===== src/rtl/cpu_pkg.sv =====
// Shared constants, types and helpers for the 16-bit processor pipeline.
// Fetch-stage sizing plus the opcode field position used by downstream stages.
package cpu_pkg;

  localparam int unsigned PC_W     = 8;
  localparam int unsigned INSTR_W  = 16;
  localparam int unsigned PROG_LEN = 13;
  localparam logic [PC_W-1:0] RESET_PC = '0;

  // Opcode field within an instruction word, consumed by the decoder.
  localparam int unsigned OPC_LSB = 0;
  localparam int unsigned OPC_MSB = 3;

  typedef enum logic [0:0] {
    StRun,
    StHalt
  } fetch_state_e;

  function automatic logic in_prog(input logic [PC_W-1:0] pc);
    return 32'(pc) < PROG_LEN;
  endfunction

endpackage


===== src/rtl/ifid_reg.sv =====
// IF/ID pipeline register with load, flush and hold controls.
// A flush clears valid and zeroes the instruction, since opcode 0 is ADD rather than a NOP.
module ifid_reg
  import cpu_pkg::*;
(
  input  logic               clk,
  input  logic               rst,
  input  logic               load_i,
  input  logic               flush_i,
  input  logic [INSTR_W-1:0] instr_i,
  input  logic [PC_W-1:0]    pc_i,
  output logic [INSTR_W-1:0] instr_o,
  output logic [PC_W-1:0]    pc_o,
  output logic               valid_o
);

  logic [INSTR_W-1:0] instr_q;
  logic [PC_W-1:0]    pc_q;
  logic               valid_q;

  // Flush wins over load; pc is kept on flush, as it carries no meaning while invalid.
  always_ff @(posedge clk or posedge rst) begin
    if (rst) begin
      instr_q <= '0;
      pc_q    <= '0;
      valid_q <= 1'b0;
    end else if (flush_i) begin
      instr_q <= '0;
      valid_q <= 1'b0;
    end else if (load_i) begin
      instr_q <= instr_i;
      pc_q    <= pc_i;
      valid_q <= 1'b1;
    end
  end

  assign instr_o = instr_q;
  assign pc_o    = pc_q;
  assign valid_o = valid_q;

endmodule


===== src/rtl/fetch_stage.sv =====
// Instruction-fetch stage: owns the PC, drives the ROM address and fills the IF/ID register.
// Priority each cycle is redirect, then stall, then normal advance; fetch halts past the program.
module fetch_stage
  import cpu_pkg::*;
(
  input  logic               clk,
  input  logic               rst,
  input  logic               stall_i,
  input  logic               redirect_i,
  input  logic [PC_W-1:0]    redirect_pc_i,
  input  logic [INSTR_W-1:0] rom_instr_i,
  output logic [PC_W-1:0]    pc_o,
  output logic [INSTR_W-1:0] ifid_instr_o,
  output logic [PC_W-1:0]    ifid_pc_o,
  output logic               ifid_valid_o,
  output logic               halted_o,
  output logic [15:0]        fetch_cnt_o
);

  fetch_state_e    state_q, state_d;
  logic [PC_W-1:0] pc_q, pc_d;
  logic [15:0]     cnt_q, cnt_d;
  logic            pc_in_prog;
  logic            load, flush;

  assign pc_in_prog = in_prog(pc_q);

  always_ff @(posedge clk or posedge rst) begin
    if (rst) begin
      state_q <= StRun;
      pc_q    <= RESET_PC;
      cnt_q   <= '0;
    end else begin
      state_q <= state_d;
      pc_q    <= pc_d;
      cnt_q   <= cnt_d;
    end
  end

  always_comb begin
    state_d = state_q;
    if (redirect_i) begin
      state_d = in_prog(redirect_pc_i) ? StRun : StHalt;
    end else if (state_q == StRun && !stall_i && !pc_in_prog) begin
      state_d = StHalt;
    end
  end

  always_comb begin
    load     = 1'b0;
    flush    = 1'b0;
    halted_o = 1'b0;
    unique case (state_q)
      StRun: begin
        load  = !redirect_i && !stall_i && pc_in_prog;
        flush = redirect_i || (!stall_i && !pc_in_prog);
      end
      StHalt: begin
        halted_o = 1'b1;
        flush    = 1'b1;
      end
      default: ;
    endcase
  end

  // PC wraps modulo 2^PC_W, but the range check halts fetch before that can happen.
  always_comb begin
    pc_d  = pc_q;
    cnt_d = cnt_q;
    if (redirect_i) begin
      pc_d = redirect_pc_i;
    end else if (load) begin
      pc_d  = pc_q + 1'b1;
      cnt_d = cnt_q + 16'd1;
    end
  end

  ifid_reg u_ifid_reg (
    .clk     (clk),
    .rst     (rst),
    .load_i  (load),
    .flush_i (flush),
    .instr_i (rom_instr_i),
    .pc_i    (pc_q),
    .instr_o (ifid_instr_o),
    .pc_o    (ifid_pc_o),
    .valid_o (ifid_valid_o)
  );

  assign pc_o        = pc_q;
  assign fetch_cnt_o = cnt_q;

endmodule


===== config.mk =====
export PLATFORM = sky130hd
export DESIGN_NAME = fetch_stage
export DESIGN_NICKNAME = d
export VERILOG_FILES = /design/src/rtl/cpu_pkg.sv /design/src/rtl/ifid_reg.sv /design/src/rtl/fetch_stage.sv
export SDC_FILE = /design/constraint.sdc
export NUM_CORES = 1
export LEC_CHECK = 0
export CORE_MARGIN = 4
export CORE_UTILIZATION = 47
export DETAILED_ROUTE_END_ITERATION = 8
export PLACE_DENSITY = 0.84
export REMOVE_ABC_BUFFERS = 1
export SYNTH_ARGS = -nofsm -noshare
export SYNTH_HDL_FRONTEND = slang
export SYNTH_SLANG_ARGS = --single-unit

===== constraint.sdc =====
create_clock -name clk -period 2.9 [get_ports clk]
set_input_delay 0.58 -clock clk [delete_from_list [all_inputs] [get_ports clk]]
set_output_delay 0.58 -clock clk [all_outputs]
set_load 0.005 [all_outputs]

# After elaboration in Yosys (flattened, before gate mapping)
# Cells that the tools add are included.
# totals
regBits,50
output_inout_bits,50
word_cells,39
# op_classes
add_sub_neg,2
n_lt_le_gt_ge,2
muxes,12
bitwise_logic,3
n_reduce_logical,14
# op_table
operator,n
$mux 16,2
$add 16x1->16 const B,1
$lt 8x4->1 const B,2
$mux 8,2
$add 8x1->8 const B,1
$mux 1,7
$reduce_bool 2->1,3
$logic_and 1x1->1,5
$reduce_and 2->1,2
$logic_not 1->1,3
$not 1->1,3
$pmux 1 s2,1
$logic_or 1x1->1,1

# Longest topological paths before layout
# Gate-level depths: netlist of the first run.
# logic_depth
ltp_word,7
ltp_mapped,8
depth_no_buf,6

# Cells and area by module
# A second synthesis of the first run with hierarchy kept.
# unflattened
hier_cells,183
area_unflattened_um2,2250.9
# by_module_without_submodules
module,instances,cells_per_inst,area_each_um2
fetch_stage,1,109,1218.7
ifid_reg,1,74,1032.2

# Worst setup path after synthesis of the first run
# No wires, ideal clock.
# synth_path
kind,input to register
startpoint,input redirect_i
endpoint,"register cnt_q[15], in the netlist fetch_cnt_o[15]"
arrival_time_ps,1875
required_ps,2777
slack_ps,902
cell_stages,5
path_buffers,1
cell_sequence,buf_6 -> nor4b_1 -> nand4_2 -> or4_1 -> xnor2_1
# synth_between
elab_chain_len,5
word_cells_on_any_way,6
cone_classes,mux: 1; bitwise: 1; reduce/logical: 4
# synth_rtl
item,line,source
start: declaration,fetch_stage.sv:9,"input logic redirect_i,"
$logic_not 1->1,fetch_stage.sv:55,load = !redirect_i && !stall_i && pc_in_prog;
$logic_and 1x1->1 (2 in series),fetch_stage.sv:55,
$mux 1,fetch_stage.sv:53,unique case (state_q)
$reduce_and 2->1 (no line) *,--,
end signal: assignment,fetch_stage.sv:36,cnt_q <= cnt_d;
end: declaration,fetch_stage.sv:22,"logic [15:0] cnt_q, cnt_d;"
# Every way passes the cells marked *; elsewhere a longest branch is shown, timed or not.
# A chain may end at the register's enable or synchronous reset.

# Final worst setup path of the first run
# layout_path
startpoint,input stall_i
endpoint,"register cnt_q[15], in the netlist fetch_cnt_o[15]"
# layout_between
elab_chain_len,5
# layout_rtl
item,line,source
start: declaration,fetch_stage.sv:8,"input logic stall_i,"
$logic_not 1->1,fetch_stage.sv:55,
$logic_and 1x1->1 (2 in series),fetch_stage.sv:55,
$mux 1,fetch_stage.sv:53,
$reduce_and 2->1 (no line),--,
# No other way between the ends.

==> results of run 1 <==
-- state kept, by name, summed over array words and instances (netlist names) --
| name | count |
|---|---|
| fetch_cnt_o | 16 |
| u_ifid_reg.instr_o | 16 |
| pc_o | 8 |
| u_ifid_reg.pc_o | 8 |
| state_q | 1 |
| u_ifid_reg.valid_o | 1 |
-- layout by cell type, fill, tap and decap left out, types with 2 or more instances in the layout --
cell type / instances
clkbuf_8: 5
and4_1: 2
xor2_1: 6
and2_1: 4
nor2_1: 4
a22o_1: 16
inv_1: 3
ha_1: 3
buf_4: 6
and3_1: 2
nand4_1: 7
nor4_1: 3
dfrtp_1: 50
mux2_2: 7
clkdlybuf4s50_1: 77
o21ai_0: 3
xnor2_1: 11
clkinv_2: 2
nor3_1: 5
nand2_1: 15
o31a_1: 2
-- layer usage --
layer	global-route usage, %	part of all wire, %
met2	30.75	49
met3	5.340	7.7
met5	0	0
met4	6.324	1.2
met1	26.75	42
-- stage by stage --
step	setup WS [ns]	std cells	hold WS (ns)
6_report	0.6809	304	0.4893
5_1_grt	0.5896	304	0.5169
4_1_cts	0.6740	304	0.5012
3_5_place_dp	0.3298	296	0.4719
3_3_place_gp	0.3732	296	0.4618
2_1_floorplan	0.9814	161	0.4676
-- power by group through the flow --
| stage | registers (uW) | clock network (uW) | logic, uW |
|---|---|---|---|
| after floorplan | 741 | 0 | 37.1 |
| after global placement | 742 | 0 | 119 |
| after detailed placement | 743 | 0 | 121 |
| after CTS | 729 | 492 | 122 |
| after global routing | 732 | 522 | 132 |
| final | 729 | 478 | 121 |
-- cell type report --
type                            count  share of cell area, %
Sequential cell                    50                  40.83
Tap cell                           52                  2.123
Timing Repair Buffer               83                  26.62
Inverter                            4                 0.4900
Clock buffer                        5                  2.246
Multi-Input combinational cell    107                  26.38
Clock inverter                      3                  1.307
-- critical path: stages --
cell and delay [ns]:
clkdlybuf4s50_1 0.49, nor4b_1 0.38, nand4_2 0.23, or4_1 0.60
xnor2_1 0.14
-- worst max-delay path by stage --
stage	start	to	cells after the start	slack [ns]
4_1_cts	stall_i	fetch_cnt_o[15]$_DFFE_PP0P_	5	0.67
2_1_floorplan	stall_i	u_ifid_reg.instr_o[0]$_DFFE_PP0P_	2	0.98
3_3_place_gp	stall_i	fetch_cnt_o[15]$_DFFE_PP0P_	5	0.37
5_1_grt	stall_i	fetch_cnt_o[15]$_DFFE_PP0P_	5	0.59
6_report	stall_i	fetch_cnt_o[15]$_DFFE_PP0P_	5	0.68
3_5_place_dp	stall_i	fetch_cnt_o[15]$_DFFE_PP0P_	5	0.33
-- cell families (layout without fill, tap and decap cells) --
| family | after synthesis | after routing | synth area share [%] |
|---|---|---|---|
| simple gates | 54 | 54 | 15.53 |
| flops | 50 | 50 | 59.49 |
| compound gates | 25 | 25 | 9.577 |
| xor+xnor | 17 | 17 | 7.079 |
| buf+inv | 10 | 95 | 2.320 |
| mux | 8 | 8 | 4.224 |
| fa+ha+maj | 3 | 3 | 1.785 |
==> metrics.txt, run 1 <==
leak pwr 0.001354 uW; # fillers 334; maximum clock frequency 450.6 MHz; Starting Density 48.30%; Die X 74.90 microns; Post-route DRC 0; placer congestion estimate 0.8473; Fin Setup TNS 0 ns; Post-DP Area 2955 sq um; input/output buffers 77; Hold Path End u_ifid_reg.valid_o$_DFFE_PP0P_; routed vias/inst 5.428; post-CTS setup buffer count 0; first-pass GRT wire length 8.349 mm; Startpoint Class input pin; Tightest Pin Transition 0.5036 ns; status finished, final reports clean; setup violators final 0; Register-to-Register Path Depth 6; most numerous cell in the Yosys netlist dfrtp_1; Ant. Diodes 0; final clock period utilization by the worst path 76.52%; worst skew pair latency 0.30 ns; fraction of registers with async set/reset 100.0%; post-synth top area share 59.49%; Netlist cell types 37; final-report hold violation count 0; antenna violations before repair 0; routed wire length per instance 16.89 microns; DRT Pass-1 Iters 4; Reg2Reg Setup Slack 0.92 ns; core area 4354 sq um; Rows 24; share of post-route cells with drive strength above 1 10.71%; switching share of power 21.79%; NetSw 289.4 uW; Layout Nets 282; detailed placement HPWL 3.876 mm; top cells by area, synth dfrtp_1, a22o_1, xnor2_1; Critical Path RT 3.10 ns; hold_sp u_ifid_reg.valid_o$_DFFE_PP0P_; Primary FF master, synth dfrtp_1; DIE AREA 5609 sq um; TritonCTS buffer count 5; total of max-cap violations 0; Root Buffer clkbuf_8; Comb power frac 9.1%; Synth Warn # 0; largest net degree at the start of global routing 26; I/O pin cnt 78; number of global-route vias before repair 1695; hold depth 2; sequential share of power 54.9%; Overflow after GRT 0; fin crit period 2.219 ns; via count of the routed design 1650; Area Overhead vs Synth 45.69%; type of the tightest min-delay check reg2reg; CTS tree done; RSZ-0062 raised after global routing false; pwr dens 433.4 nW/um^2; WL final 5.135 mm; Detailed Route Iter0 Violations 104; final instance area 3064 sq um; Setup Skew 0.009442 ns; GRT Total Usage 19.68%; post-synth top area cell dfrtp_1; peak supply drop 265.4 uV; Max clock buf depth 2; RR Endpoint fetch_cnt_o[15]$_DFFE_PP0P_; cell area after synthesis 2103 sq um; Critical Path End Type register; Setup CP Type in2reg; RR Startpoint pc_o[0]$_DFFE_PP0P_; Post-synth top cells dfrtp_1, a22o_1, nand2_1; FF+latch area 1251 sq um; count of pins over their slew limit 0; Slew headroom 66.38%; post-synthesis sequential area ratio 59.49%; cell count after synthesis 167; EDFF count, synth 0; Pwr Total 1328 uW; CP max FO 6; Die Height 74.90 microns; multi-input logic area 808.3 sq um; number of buffers inserted by hold repair at cts 0; Int Power 1039 uW; Clock power frac 36.0%; syn_area_per_cell 12.59 sq um; Final Util 70.37%; CTS resizes 0; ANT nets after route 0; H-tree levels 2; Critical Path AT 2.42 ns; FF+latch count, synth 50; Reg clk slew, reported paths 0.09 ns; clock sink count 50
(Power assumes the default switching activity.)
==> run 2, diff against run 1 <==
--- a/config.mk
+++ b/config.mk
@@ -6,9 +6,9 @@
 export NUM_CORES = 1
 export LEC_CHECK = 0
 export CORE_MARGIN = 4
-export CORE_UTILIZATION = 47
+export CORE_UTILIZATION = 44
 export DETAILED_ROUTE_END_ITERATION = 8
-export PLACE_DENSITY = 0.84
+export PLACE_DENSITY = 0.8
 export REMOVE_ABC_BUFFERS = 1
 export SYNTH_ARGS = -nofsm -noshare
 export SYNTH_HDL_FRONTEND = slang
==> constraint.sdc (replaced) <==
create_clock -name clk -period 2.1 [get_ports clk]
set_input_delay 0.42 -clock clk [delete_from_list [all_inputs] [get_ports clk]]
set_output_delay 0.42 -clock clk [all_outputs]
set_load 0.005 [all_outputs]
==> run 2 against run 1 <==
Sequential cell count did not move. Global-route usage fell by 2.0 points. Clock skew fell by 0.0040 ns. Utilization fell by 0.85 points. Final cell count rose by 2.6%. Register-to-register slack got worse by 0.69 ns. Sequential power rose by 37%. Largest power group unchanged. Highest routed layer unchanged.
==> metrics.txt, run 2 (synthesis results as in run 1) <==
status finished, final reports clean; Critical Path End Type register; total of max-cap violations 0; Die Height 77.14 microns; Setup CP Type in2reg; Setup Skew 0.005393 ns; worst skew pair latency 0.30 ns; Cells after DPL 305; WL final 5.174 mm; Slew headroom 71.98%; Post-route DRC 0; core area 4504 sq um; antenna violations before repair 0; Startpoint Class input pin; TritonCTS buffer count 5; share of post-route cells with drive strength above 1 13.46%; Reg clk slew, reported paths 0.09 ns; final-report hold violation count 0; input/output buffers 77; detailed placement HPWL 3.876 mm; clock sink count 50; Tightest Pin Transition 0.4145 ns; DIE AREA 5951 sq um; routed vias/inst 5.404; most frequent cells in the layout clkdlybuf4s50_1, dfrtp_1, a22o_1; pwr dens 550.1 nW/um^2; Layout Nets 291; CP max FO 3; CP max stage cell or4_1; sequential share of power 58.0%; Overflow after GRT 0; via count of the routed design 1686; count of pins over their slew limit 0; Pwr Total 1723 uW; ANT nets after route 0; number of global-route vias before repair 1680; Die X 77.14 microns; CTS tree done; final clock period utilization by the worst path 93.50%; post-CTS setup buffer count 0; routed wire length per instance 16.58 microns; leak pwr 0.001386 uW; Fin Setup TNS 0 ns; placer congestion estimate 0.7932; H-tree levels 2; number of buffers inserted by hold repair at cts 0; Starting Density 46.69%; Area Overhead vs Synth 48.90%; Detailed Route Iter0 Violations 88; setup violators final 0; crit-path cells clkdlybuf4s50_1 -> nor4b_1 -> nand4_2 -> or4_1 -> xnor2_1; GRT Total Usage 17.64%; type of the tightest min-delay check in2async; DRT Pass-1 Iters 4; Clock power frac 31.2%; final cell count without fillers 312; # fillers 339; NetSw 400.9 uW; most common cell after layout, fill and taps aside clkdlybuf4s50_1; Ant. Diodes 0; switching share of power 23.27%; Critical Path RT 2.28 ns; peak supply drop 376.8 uV; Critical Path AT 2.15 ns; maximum clock frequency 509.3 MHz; fin crit period 1.964 ns; largest net degree at the start of global routing 51; I/O pin cnt 78; max incr delay on CP 0.56 ns; CTS resizes 0; Max clock buf depth 2; first-pass GRT wire length 8.445 mm; Root Buffer clkbuf_8; RSZ-0062 raised after global routing false; Int Power 1322 uW; Rows 24; Comb power frac 10.8%
==> run 2: cell types whose count changed in the layout (fill, tap and decap cells not counted) <==
cell,delta
clkinvlp_4,+2
clkinv_2,-2
buf_4,+7
buf_12,+2
bufinv_16,-1
==> run 2: layer usage <==
metal,vias up,GRT usage (%),wire length (microns),part of all wire [%]
met5,-,0,0,0
met2,59,27.03,2363,46
met1,826,25.21,2507,48
met4,0,3.025,12,0.23
met3,4,5.152,290,5.6
li1,797,-,-,-
==> run 2: layout make-up <==
type | count | area, sq um | area share (%)
clock inverters | 2 | 15.01 | 0.4794
flip-flops and latches | 50 | 1251 | 39.95
well taps | 52 | 65.06 | 2.078
clock buffers | 5 | 68.82 | 2.197
repair buffers | 92 | 908.4 | 29.01
multi-input cells | 107 | 808.3 | 25.81
inverters | 4 | 15.01 | 0.4794
==> run 2: through the flow <==
stage	setup slack (ns)	util [%]	hold WS [ns]	cell area (sq um)
detailed placement	-0.1923	67.67	0.4633	3048
CTS	0.1340	69.53	0.4820	3132
global placement	-0.1771	67.67	0.4580	3048
global route	0.02846	69.53	0.4831	3132
finish	0.1364	69.53	0.4712	3132
floorplan	0.2757	-	0.4676	2069
==> run 2: power by group through the flow <==
stage / Clock (uW) / Sequential, uW / Combinational, uW
CTS: 553 / 1000 / 188
global route: 596 / 1000 / 201
finish: 537 / 999 / 186
global placement: 0 / 1020 / 184
floorplan: 0 / 1020 / 51.3
detailed placement: 0 / 1020 / 187
==> run 2: critical path, delay by kind of cell <==
kind | cells | cell delay [ns]
xor+xnor | 1 | 0.15
simple gates | 3 | 1.14
buf+inv | 1 | 0.44
==> run 2: final timing paths <==
path	startpoint	to	slack (ns)	cells after the start
worst max-delay path	stall_i	fetch_cnt_o[15]$_DFFE_PP0P_	0.14	5
worst min-delay path	rst	u_ifid_reg.instr_o[1]$_DFFE_PP0P_	0.47	3
worst max register to register	state_q$_DFFE_PP0P_	fetch_cnt_o[15]$_DFFE_PP0P_	0.23	4
worst min register to register	u_ifid_reg.valid_o$_DFFE_PP0P_	u_ifid_reg.valid_o$_DFFE_PP0P_	0.48	2
max in group asynchronous	rst	pc_o[5]$_DFFE_PP0P_	1.40	3
min in group clk	u_ifid_reg.valid_o$_DFFE_PP0P_	u_ifid_reg.valid_o$_DFFE_PP0P_	0.48	2
